===== src/rtl/readout_arbiter.sv =====
// -----------------------------------------------------------------------------
// readout_arbiter
// Collects packets from NUM_CHANNELS independent readout streams into small
// per-channel FIFOs and serialises them onto one valid/ready output port with
// round-robin fairness. Sources have no backpressure, so a push to a full FIFO
// is dropped and recorded in a sticky per-channel overflow flag.
// -----------------------------------------------------------------------------
module readout_arbiter #(
    parameter int NUM_CHANNELS = 4,
    parameter int ADDR_WIDTH   = 9,
    parameter int DATA_WIDTH   = 32,
    parameter int FIFO_AW      = 2,
    parameter int CH_W         = $clog2(NUM_CHANNELS)
) (
    input  logic                               clk,
    input  logic                               reset_n,
    input  logic                               flush,
    input  logic [NUM_CHANNELS*ADDR_WIDTH-1:0] inIndex,
    input  logic [NUM_CHANNELS*DATA_WIDTH-1:0] inData,
    input  logic [NUM_CHANNELS-1:0]            inValid,
    output logic [ADDR_WIDTH-1:0]              outIndex,
    output logic [DATA_WIDTH-1:0]              outData,
    output logic [CH_W-1:0]                    outChannel,
    output logic                               outValid,
    input  logic                               outReady,
    output logic [NUM_CHANNELS-1:0]            overflow,
    input  logic                               clearOverflow
);

    localparam int                DEPTH    = 1 << FIFO_AW;
    localparam int                EW       = ADDR_WIDTH + DATA_WIDTH;
    localparam logic [FIFO_AW:0]  FULL_CNT = (FIFO_AW + 1)'(DEPTH);
    localparam logic [CH_W-1:0]   LAST_CH  = CH_W'(NUM_CHANNELS - 1);

    typedef enum logic [0:0] {
        ST_EMPTY = 1'b0,
        ST_HOLD  = 1'b1
    } state_t;

    // ---------------------------------------------------------------------
    // Per-channel FIFO storage and bookkeeping
    // ---------------------------------------------------------------------
    logic [EW-1:0]           r_mem      [NUM_CHANNELS][DEPTH];
    logic [FIFO_AW-1:0]      r_wr_ptr   [NUM_CHANNELS];
    logic [FIFO_AW-1:0]      r_rd_ptr   [NUM_CHANNELS];
    logic [FIFO_AW:0]        r_count    [NUM_CHANNELS];

    logic [NUM_CHANNELS-1:0] w_nonempty;
    logic [NUM_CHANNELS-1:0] w_full;
    logic [NUM_CHANNELS-1:0] w_push;
    logic [NUM_CHANNELS-1:0] w_drop;
    logic [NUM_CHANNELS-1:0] w_pop;

    // ---------------------------------------------------------------------
    // Arbitration and output stage
    // ---------------------------------------------------------------------
    state_t                  r_state;
    state_t                  w_state_nxt;
    logic                    w_out_valid;
    logic                    w_free;
    logic                    w_grant_vld;
    logic [CH_W-1:0]         w_grant;
    logic [EW-1:0]           w_head;
    logic [CH_W-1:0]         r_last_grant;

    logic [ADDR_WIDTH-1:0]   r_out_index;
    logic [DATA_WIDTH-1:0]   r_out_data;
    logic [CH_W-1:0]         r_out_channel;
    logic [NUM_CHANNELS-1:0] r_overflow;

    // Occupancy status and push/drop decisions, all based on registered
    // occupancy so that a same-cycle pop never makes room for a push.
    always_comb begin
        w_nonempty = '0;
        w_full     = '0;
        w_push     = '0;
        w_drop     = '0;
        for (int c = 0; c < NUM_CHANNELS; c++) begin
            w_nonempty[c] = (r_count[c] != '0);
            w_full[c]     = (r_count[c] == FULL_CNT);
            w_push[c]     = inValid[c] && !w_full[c] && !flush;
            w_drop[c]     = inValid[c] &&  w_full[c] && !flush;
        end
    end

    // The output stage can take a new packet when empty or when the held
    // packet is being accepted this cycle.
    assign w_free = (r_state == ST_EMPTY) || outReady;

    // Round-robin search starting one past the last granted channel.
    always_comb begin
        int               v_idx;
        logic [CH_W-1:0]  v_ch;
        v_idx       = 0;
        v_ch        = '0;
        w_grant     = '0;
        w_grant_vld = 1'b0;
        for (int k = 1; k <= NUM_CHANNELS; k++) begin
            v_idx = int'(r_last_grant) + k;
            v_idx = (v_idx >= NUM_CHANNELS) ? (v_idx - NUM_CHANNELS) : v_idx;
            v_ch  = CH_W'(v_idx);
            if (!w_grant_vld && w_nonempty[v_ch]) begin
                w_grant_vld = 1'b1;
                w_grant     = v_ch;
            end else begin
                w_grant_vld = w_grant_vld;
                w_grant     = w_grant;
            end
        end
    end

    // Pop the granted head only when the stage is free and no flush is active.
    always_comb begin
        w_pop = '0;
        if (w_free && w_grant_vld && !flush) begin
            w_pop[w_grant] = 1'b1;
        end else begin
            w_pop = '0;
        end
    end

    assign w_head = r_mem[w_grant][r_rd_ptr[w_grant]];

    // FIFO payload storage; contents need no reset since occupancy gates reads.
    always_ff @(posedge clk) begin
        for (int c = 0; c < NUM_CHANNELS; c++) begin
            if (w_push[c]) begin
                r_mem[c][r_wr_ptr[c]] <= {inIndex[c*ADDR_WIDTH +: ADDR_WIDTH],
                                          inData[c*DATA_WIDTH +: DATA_WIDTH]};
            end
        end
    end

    // FIFO pointers and occupancy; flush empties every FIFO at once.
    always_ff @(posedge clk or negedge reset_n) begin
        if (!reset_n) begin
            for (int c = 0; c < NUM_CHANNELS; c++) begin
                r_wr_ptr[c] <= '0;
                r_rd_ptr[c] <= '0;
                r_count[c]  <= '0;
            end
        end else if (flush) begin
            for (int c = 0; c < NUM_CHANNELS; c++) begin
                r_wr_ptr[c] <= '0;
                r_rd_ptr[c] <= '0;
                r_count[c]  <= '0;
            end
        end else begin
            for (int c = 0; c < NUM_CHANNELS; c++) begin
                if (w_push[c]) begin
                    r_wr_ptr[c] <= r_wr_ptr[c] + 1'b1;
                end
                if (w_pop[c]) begin
                    r_rd_ptr[c] <= r_rd_ptr[c] + 1'b1;
                end
                case ({w_push[c], w_pop[c]})
                    2'b10:   r_count[c] <= r_count[c] + 1'b1;
                    2'b01:   r_count[c] <= r_count[c] - 1'b1;
                    default: r_count[c] <= r_count[c];
                endcase
            end
        end
    end

    // Sticky drop flags; a drop in the same cycle as a clear wins.
    always_ff @(posedge clk or negedge reset_n) begin
        if (!reset_n) begin
            r_overflow <= '0;
        end else begin
            r_overflow <= (clearOverflow ? {NUM_CHANNELS{1'b0}} : r_overflow) | w_drop;
        end
    end

    // Output stage state register.
    always_ff @(posedge clk or negedge reset_n) begin
        if (!reset_n) begin
            r_state <= ST_EMPTY;
        end else begin
            r_state <= w_state_nxt;
        end
    end

    // Output stage next-state: flush wins, otherwise refill whenever free.
    always_comb begin
        w_state_nxt = r_state;
        case (r_state)
            ST_EMPTY: begin
                if (!flush && w_grant_vld) begin
                    w_state_nxt = ST_HOLD;
                end else begin
                    w_state_nxt = ST_EMPTY;
                end
            end
            ST_HOLD: begin
                if (flush) begin
                    w_state_nxt = ST_EMPTY;
                end else if (outReady) begin
                    w_state_nxt = w_grant_vld ? ST_HOLD : ST_EMPTY;
                end else begin
                    w_state_nxt = ST_HOLD;
                end
            end
            default: w_state_nxt = ST_EMPTY;
        endcase
    end

    // Output stage outputs decoded from the state register.
    always_comb begin
        w_out_valid = 1'b0;
        case (r_state)
            ST_EMPTY: w_out_valid = 1'b0;
            ST_HOLD:  w_out_valid = 1'b1;
            default:  w_out_valid = 1'b0;
        endcase
    end

    // Output payload registers load on every grant and otherwise hold.
    always_ff @(posedge clk or negedge reset_n) begin
        if (!reset_n) begin
            r_out_index   <= '0;
            r_out_data    <= '0;
            r_out_channel <= '0;
        end else if (|w_pop) begin
            r_out_index   <= w_head[EW-1 -: ADDR_WIDTH];
            r_out_data    <= w_head[DATA_WIDTH-1:0];
            r_out_channel <= w_grant;
        end
    end

    // Round-robin pointer; reset value gives channel 0 first priority.
    always_ff @(posedge clk or negedge reset_n) begin
        if (!reset_n) begin
            r_last_grant <= LAST_CH;
        end else if (|w_pop) begin
            r_last_grant <= w_grant;
        end
    end

    assign outIndex   = r_out_index;
    assign outData    = r_out_data;
    assign outChannel = r_out_channel;
    assign outValid   = w_out_valid;
    assign overflow   = r_overflow;

endmodule

===== config.mk =====
export PLATFORM = sky130hd
export DESIGN_NAME = readout_arbiter
export DESIGN_NICKNAME = d
export VERILOG_FILES = /design/src/rtl/readout_arbiter.sv
export SDC_FILE = /design/constraint.sdc
export NUM_CORES = 1
export LEC_CHECK = 0
export CAP_MARGIN = 20
export CORE_MARGIN = 8
export CORE_UTILIZATION = 58
export CTS_CLUSTER_DIAMETER = 200
export CTS_CLUSTER_SIZE = 40
export DETAILED_ROUTE_END_ITERATION = 16
export PLACE_DENSITY_LB_ADDON = 0.2
export SLEW_MARGIN = 10
export SYNTH_ARGS = -nofsm -noshare
export SYNTH_HDL_FRONTEND = slang
export SYNTH_SLANG_ARGS = --single-unit

===== constraint.sdc =====
create_clock -name clk -period 3.9 [get_ports clk]
set_clock_uncertainty 0.2 [all_clocks]
set_input_delay 0.585 -clock clk [delete_from_list [all_inputs] [get_ports clk]]
set_output_delay 0.585 -clock clk [all_outputs]
set_load 0.03 [all_outputs]

==> results of run 1 <==
state kept, by name, indices dropped and copies added (netlist names):
signal,count
r_mem,656
r_rd_ptr,8
overflow,4
outData,32
outChannel,2
r_state,1
r_wr_ptr,8
outIndex,9
r_count,12
r_last_grant,2
metrics by stage:
stage	instances	setup WS (ps)	total power, W	area (um^2)
global placement	2368	371	0.0238	32900
detailed placement	2368	291	0.0242	32900
CTS	2409	259	0.0274	33500
floorplan	1497	764	0.0206	29400
finish	2410	253	0.0272	33500
global route	2410	146	0.0285	33500
placed cells by master, fill, tap and decap left out, types with 5 or more instances in the layout:
| cell type | netlist | routed |
|---|---|---|
| a21oi_1 | 9 | 9 |
| a221o_1 | 41 | 41 |
| and2_2 | 0 | 16 |
| buf_12 | 0 | 29 |
| buf_4 | 2 | 26 |
| clkbuf_1 | 29 | 16 |
| clkbuf_16 | 0 | 23 |
| clkdlybuf4s50_1 | 0 | 219 |
| dfrtp_1 | 76 | 76 |
| edfxtp_1 | 656 | 656 |
| ha_1 | 16 | 16 |
| inv_1 | 17 | 17 |
| mux2_4 | 41 | 41 |
| mux2i_1 | 294 | 294 |
| mux4_2 | 83 | 82 |
| nand2_1 | 19 | 19 |
| nand3_1 | 5 | 5 |
| nor2_1 | 35 | 34 |
| nor2b_1 | 43 | 43 |
| nor3_1 | 5 | 5 |
| o32ai_1 | 5 | 5 |
| xnor2_1 | 14 | 14 |
| xor2_1 | 7 | 7 |
how the worst max path moves through the flow:
stage	startpoint	end	cells past startpoint
after global placement	r_count[3]$_DFFE_PN0P_	outData[3]$_DFFE_PN0P_	7
after detailed placement	r_count[3]$_DFFE_PN0P_	outData[8]$_DFFE_PN0P_	7
after floorplan	r_count[9]$_DFFE_PN0P_	outData[0]$_DFFE_PN0P_	9
after global routing	r_count[3]$_DFFE_PN0P_	outData[5]$_DFFE_PN0P_	7
final	r_count[3]$_DFFE_PN0P_	outData[10]$_DFFE_PN0P_	7
after CTS	r_count[3]$_DFFE_PN0P_	outData[10]$_DFFE_PN0P_	7
synthesized netlist by cell type (all sizes together):
library cell  instances  area, um^2
nor3                  8        67.6
ha                   16         200
dfrtp                76        1900
fa                    4        80.1
or2                   3        18.8
a211o                 1        8.76
and4                  2        17.5
buf                  46         269
o21ai                 3        15.0
xor2                  7        61.3
mux2                 41         616
clkbuf               29         109
mux2i               294        2940
nand2b                1        6.26
a31oi                 3        18.8
a211oi                4        30.0
nand4                 1        6.26
inv                  17        63.8
nor4                  2        12.5
dfstp                 2        52.6
edfxtp              656       19700
or4                   1        7.51
mux4                 83        1870
a21oi                 9        45.0
xnor2                14         123
and2                 16         100
or3                   5        31.3
nand2                19        71.3
nor2                 36         138
a221o                41         410
o221a                 1        11.3
nand3                 5        25.0
nor2b                43         269
o32ai                 5        43.8
o22ai                 3        18.8
logic make-up (layout without fill, tap and decap cells):
logic type      Yosys count  after routing
mux                     418            418
xor+xnor                 21             21
fa+ha+maj                20             20
simple gates            142            142
flops                   734            734
other cells               0              1
buf+inv                  92            332
compound gates           70             70
power groups by stage:
stage | clock (W) | combinational (W) | sequential, W
2_1_floorplan | 0 | 0.0103 | 0.0103
3_3_place_gp | 0 | 0.0139 | 0.00993
3_5_place_dp | 0 | 0.0142 | 0.00995
4_1_cts | 0.00334 | 0.0143 | 0.00978
5_1_grt | 0.00358 | 0.0151 | 0.00984
6_report | 0.00330 | 0.0142 | 0.00978
repair_timing:
item,in CTS,in global routing
gates resized for setup,0,0
hold buffers,1,0
endpoints found under the hold margin,25,0
layout make-up:
type,instances,area [um^2],share of cell area (%)
repair buffers,275,2980,8.88
inverters,17,63.8,0.190
clock buffers,39,636,1.90
well taps,672,841,2.51
flip-flops and latches,734,21700,64.6
diodes,1,2.50,0.00746
clock inverters,1,30.0,0.0896
multi-input cells,671,7330,21.8
worst max-delay path: stages (launching register included):
cell and delay, ps:
dfrtp_1 470, or4_1 550, o32ai_1 290, a211o_1 230
mux4_4 680, buf_4 400, mux2_4 380, a221o_1 320
routing by layer:
metal,routed length (um),vias up
met5,40,-
met4,1310,6
met3,5290,92
met2,35000,623
met1,29000,7787
li1,-,6363
==> results.json, run 1 <==
{
  "outcome": "completed",
  "worstPathRequired_ps": 4180,
  "yosys.area_share.xor_xnor_pct": 0.626,
  "power.leakage_nw": 11.6,
  "area_growth_pct": 14.2,
  "busiest_layer": "met2",
  "die_h_um": 241,
  "syn-cell-area_mm2": 0.0294,
  "grt_pass1_wl_um": 102000,
  "clockRootBuffer": "clkbuf_16",
  "clk_path_buf_depth": 3,
  "grt_max_degree": 58,
  "rsz0062_at_grt": "false",
  "drtPass1Iterations": 6,
  "port-buffer-count": 220,
  "maxSlewHeadroom_pct": 49.1,
  "cellPowerDensity_mw_per_mm2": 812,
  "p_seq_share_pct": 35.9,
  "critPathCaptureType": "flop",
  "ioPinCount": 221,
  "clk_pin_slew_ps": 150,
  "power.switching_w": 0.00953,
  "final_util_pct": 67.0,
  "antenna_found_initial": 4,
  "overflow": 0,
  "worstRegToRegCells": 7,
  "max_freq_mhz": 274,
  "hold_path.class": "in2async",
  "wl_per_cell_um": 29.3,
  "die_w_um": 241,
  "setup-tns-final_ps": 0,
  "place.gp.congestion": 0.765,
  "clkPwrFrac_pct": 12.1,
  "htreeDepth": 1,
  "period_needed_ps": 3650,
  "avgSynthCellArea_um2": 19.6,
  "start_util_pct": 58.6,
  "comb_power_share_pct": 52.0,
  "hold_ws_ps": 299,
  "vias_per_cell": 6.17,
  "syn-num-nets": 1690,
  "finalWirelength_um": 70600,
  "synthesis.instances": 1497,
  "synth_seq_area_share_pct": 73.8,
  "yosysWarnings": 0,
  "finalSetupViolations": 0,
  "drive_gt1_share_pct": 13.4,
  "use_met1_pct": 33.9,
  "maxCapViolations": 0,
  "grt_pass1_vias": 15600,
  "timing.rr.start": "r_count[3]$_DFFE_PN0P_",
  "clk-insertion-delay-late_ps": 590,
  "worstPathMaxFanout": 35,
  "place_hpwl_um": 42800,
  "hold_viol_final": 0,
  "synth_top_family_by_area": "multiplexers",
  "synth.area.mux_share_pct": 18.5,
  "drc_errors": 0,
  "cp.arrival_ps": 3920,
  "use_met2_pct": 40.6,
  "synth_compound_area_share_pct": 2.05,
  "peakVddDrop_mv": 1.00,
  "worst_pin_slew_ps": 763,
  "synthSimpleGateAreaFrac_pct": 2.63,
  "drtIter0Drc": 1577,
  "period_share_pct": 93.5,
  "post_cts_buffers": 0,
  "cp-start-kind": "flop",
  "rr_endpoint": "outData[10]$_DFFE_PN0P_",
  "swShare_pct": 35.0,
  "intPower_w": 0.0177,
  "cts_buffers": 22,
  "postRouteAntennaNets": 0,
  "placeableCoreArea_mm2": 0.0501,
  "gr-usage-met3_pct": 3.55,
  "vias": 14900,
  "die-area_mm2": 0.0581,
  "rows": 82,
  "r2r_setup_slack_ps": 250,
  "final_nets": 1914,
  "ys_types": 42,
  "worstSetupPathType": "reg2reg",
  "synth_adder_area_share_pct": 0.955,
  "maxSlewViolCount": 0,
  "nFillCells": 3322,
  "synth_seq_cells": 734,
  "cts_sinks": 734,
  "cts_tree": "yes",
  "grt_util_all_layers_pct": 24.2
}
(Power assumes the default switching activity.)
==> run 2: changes to the inputs <==
--- a/config.mk
+++ b/config.mk
@@ -11,6 +11,7 @@
 export CTS_CLUSTER_DIAMETER = 200
 export CTS_CLUSTER_SIZE = 40
 export DETAILED_ROUTE_END_ITERATION = 16
+export GPL_TIMING_DRIVEN = 0
 export PLACE_DENSITY_LB_ADDON = 0.2
 export SLEW_MARGIN = 10
 export SYNTH_ARGS = -nofsm -noshare
==> run 2 against run 1 <==
Compared with the run above: routed wire length increased by 10%; sequential share of layout area decreased by 0.15 points; sequential power about the same; via count increased by 3.3%; clock-buffer cell count unchanged; global-route usage increased by 2.3 points; final cell count increased by 1.7%; non-clock buffer count increased by 40.
==> results.json, run 2 (same netlist as run 1, synthesis figures left out) <==
{
  "outcome": "completed",
  "max_freq_mhz": 263,
  "grt_pass1_wl_um": 110000,
  "wl_per_cell_um": 31.7,
  "r2r_setup_slack_ps": 100,
  "placeableCoreArea_mm2": 0.0501,
  "maxCapViolations": 0,
  "layout_commonest_cell": "edfxtp_1",
  "grt_max_degree": 62,
  "clk_pin_slew_ps": 160,
  "place_hpwl_um": 48600,
  "clk-insertion-delay-late_ps": 630,
  "timing.rr.start": "r_count[9]$_DFFE_PN0P_",
  "setup-tns-final_ps": 0,
  "maxSlewViolCount": 0,
  "slowest_stage": "buf_2",
  "period_share_pct": 97.6,
  "worstPathCellList": "or3_1 -> o221a_2 -> nor2_4 -> clkbuf_2 -> buf_2 -> mux2i_1 -> mux2i_1 -> mux2_4 -> a221o_1",
  "critPathMostFrequentCell": "mux2i_1",
  "worstPathMaxFanout": 10,
  "period_needed_ps": 3800,
  "overflow": 0,
  "die_h_um": 241,
  "fin_cells": 2450,
  "critPathMaxStageDelay_ps": 490,
  "clk_path_buf_depth": 3,
  "drive_gt1_share_pct": 14.4,
  "cts_buffers": 22,
  "clockRootBuffer": "clkbuf_16",
  "cp-start-kind": "flop",
  "place.gp.congestion": 0.811,
  "maxSlewHeadroom_pct": 31.9,
  "drtIter0Drc": 1781,
  "antenna_found_initial": 4,
  "fin_ws_ps": 95.5,
  "rsz0062_at_grt": "false",
  "die_w_um": 241,
  "worstPathRequired_ps": 4220,
  "cp.arrival_ps": 4130,
  "critPathCaptureType": "flop",
  "final_nets": 1954,
  "power.leakage_nw": 11.7,
  "finalWirelength_um": 77700,
  "vias_per_cell": 6.27,
  "htreeDepth": 1,
  "drc_errors": 0,
  "placed_cells": 2407,
  "grt_util_all_layers_pct": 26.5,
  "postRouteAntennaNets": 0,
  "hold_path.class": "in2async",
  "worstSetupPathType": "reg2reg",
  "nFillCells": 3393,
  "worst_pin_slew_ps": 1020,
  "peakVddDrop_mv": 0.641,
  "area_growth_pct": 14.5,
  "drtPass1Iterations": 7,
  "finalSetupViolations": 0,
  "grt_pass1_vias": 16300,
  "rr_endpoint": "outData[4]$_DFFE_PN0P_",
  "hold_viol_final": 0,
  "vias": 15400,
  "port-buffer-count": 220,
  "pre_cts_slack_ps": -470,
  "final_cell_mix": "edfxtp_1 (656), mux2i_1 (294), clkdlybuf4s50_1 (219)",
  "cts_sinks": 734,
  "cp_top_family": "buffers and inverters",
  "rows": 82,
  "start_util_pct": 58.6,
  "ioPinCount": 221,
  "cellPowerDensity_mw_per_mm2": 846,
  "worstRegToRegCells": 9,
  "path_buf_inv": 2,
  "die-area_mm2": 0.0581,
  "largest_reg_flops": 656,
  "cts_tree": "yes"
}
-- run 2: changes by cell type in the layout (fill, tap and decap cells not counted), sizes merged --
cell,change
buf,+7
clkbuf,+32
clkdlybuf4s15,+1
-- run 2: repair_timing --
action                                  in CTS  in global routing
gates cloned                                 0                  0
resized for setup                           16                 14
endpoints found under the setup margin      43                 45
hold buffers                                 1                  0
hold endpoints to repair                    75                  0
buffers inserted                             0                  0
-- run 2: area by class of cell --
class	instances	area, um^2	area share [%]
buffer	75	413	1.23
timing repair buffer	240	2650	7.90
tap	672	841	2.50
clock buffer	39	636	1.89
sequential	734	21700	64.4
multi-input combinational	671	7320	21.8
clock inverter	1	30.0	0.0893
antenna	1	2.50	0.00745
inverter	17	63.8	0.190
-- run 2: routing by layer --
metal,vias to the layer above,global-route usage [%],routed length (um)
met5,-,0,34
met4,6,7.51,2100
met3,123,4.93,6780
met2,829,44.8,38300
met1,7967,35.1,30400
li1,6439,-,-
-- run 2: stage by stage --
stage | area (um^2) | hold slack, ps | util (%) | power, W
global route | 33600 | 163 | 67.1 | 0.0295
finish | 33600 | 152 | 67.1 | 0.0284
global placement | 32400 | 272 | 64.7 | 0.0248
detailed placement | 32900 | 254 | 65.7 | 0.0252
CTS | 33600 | 141 | 67.1 | 0.0285
floorplan | 29400 | 89.4 | - | 0.0206
-- run 2: worst max-delay path by stage --
stage / startpoint / end / slack, ps / depth (start not counted)
after floorplan: r_count[9]$_DFFE_PN0P_ / outData[0]$_DFFE_PN0P_ / 760 / 9
after global placement: reset_n / outIndex[0]$_DFFE_PN0P_ / -1890 / 1
after detailed placement: r_count[9]$_DFFE_PN0P_ / outIndex[1]$_DFFE_PN0P_ / -470 / 9
after CTS: r_count[6]$_DFFE_PN0P_ / outData[2]$_DFFE_PN0P_ / 9 / 9
after global routing: r_count[9]$_DFFE_PN0P_ / outIndex[8]$_DFFE_PN0P_ / 30 / 9
final: r_count[9]$_DFFE_PN0P_ / outData[4]$_DFFE_PN0P_ / 100 / 9
-- run 2: power by group --
| group | switching, W | internal, W |
|---|---|---|
| Combinational | 0.00820 | 0.00710 |
| Clock | 0.00222 | 0.00115 |
| Sequential | 0.000411 | 0.00936 |
| Total | 0.0108 | 0.0176 |
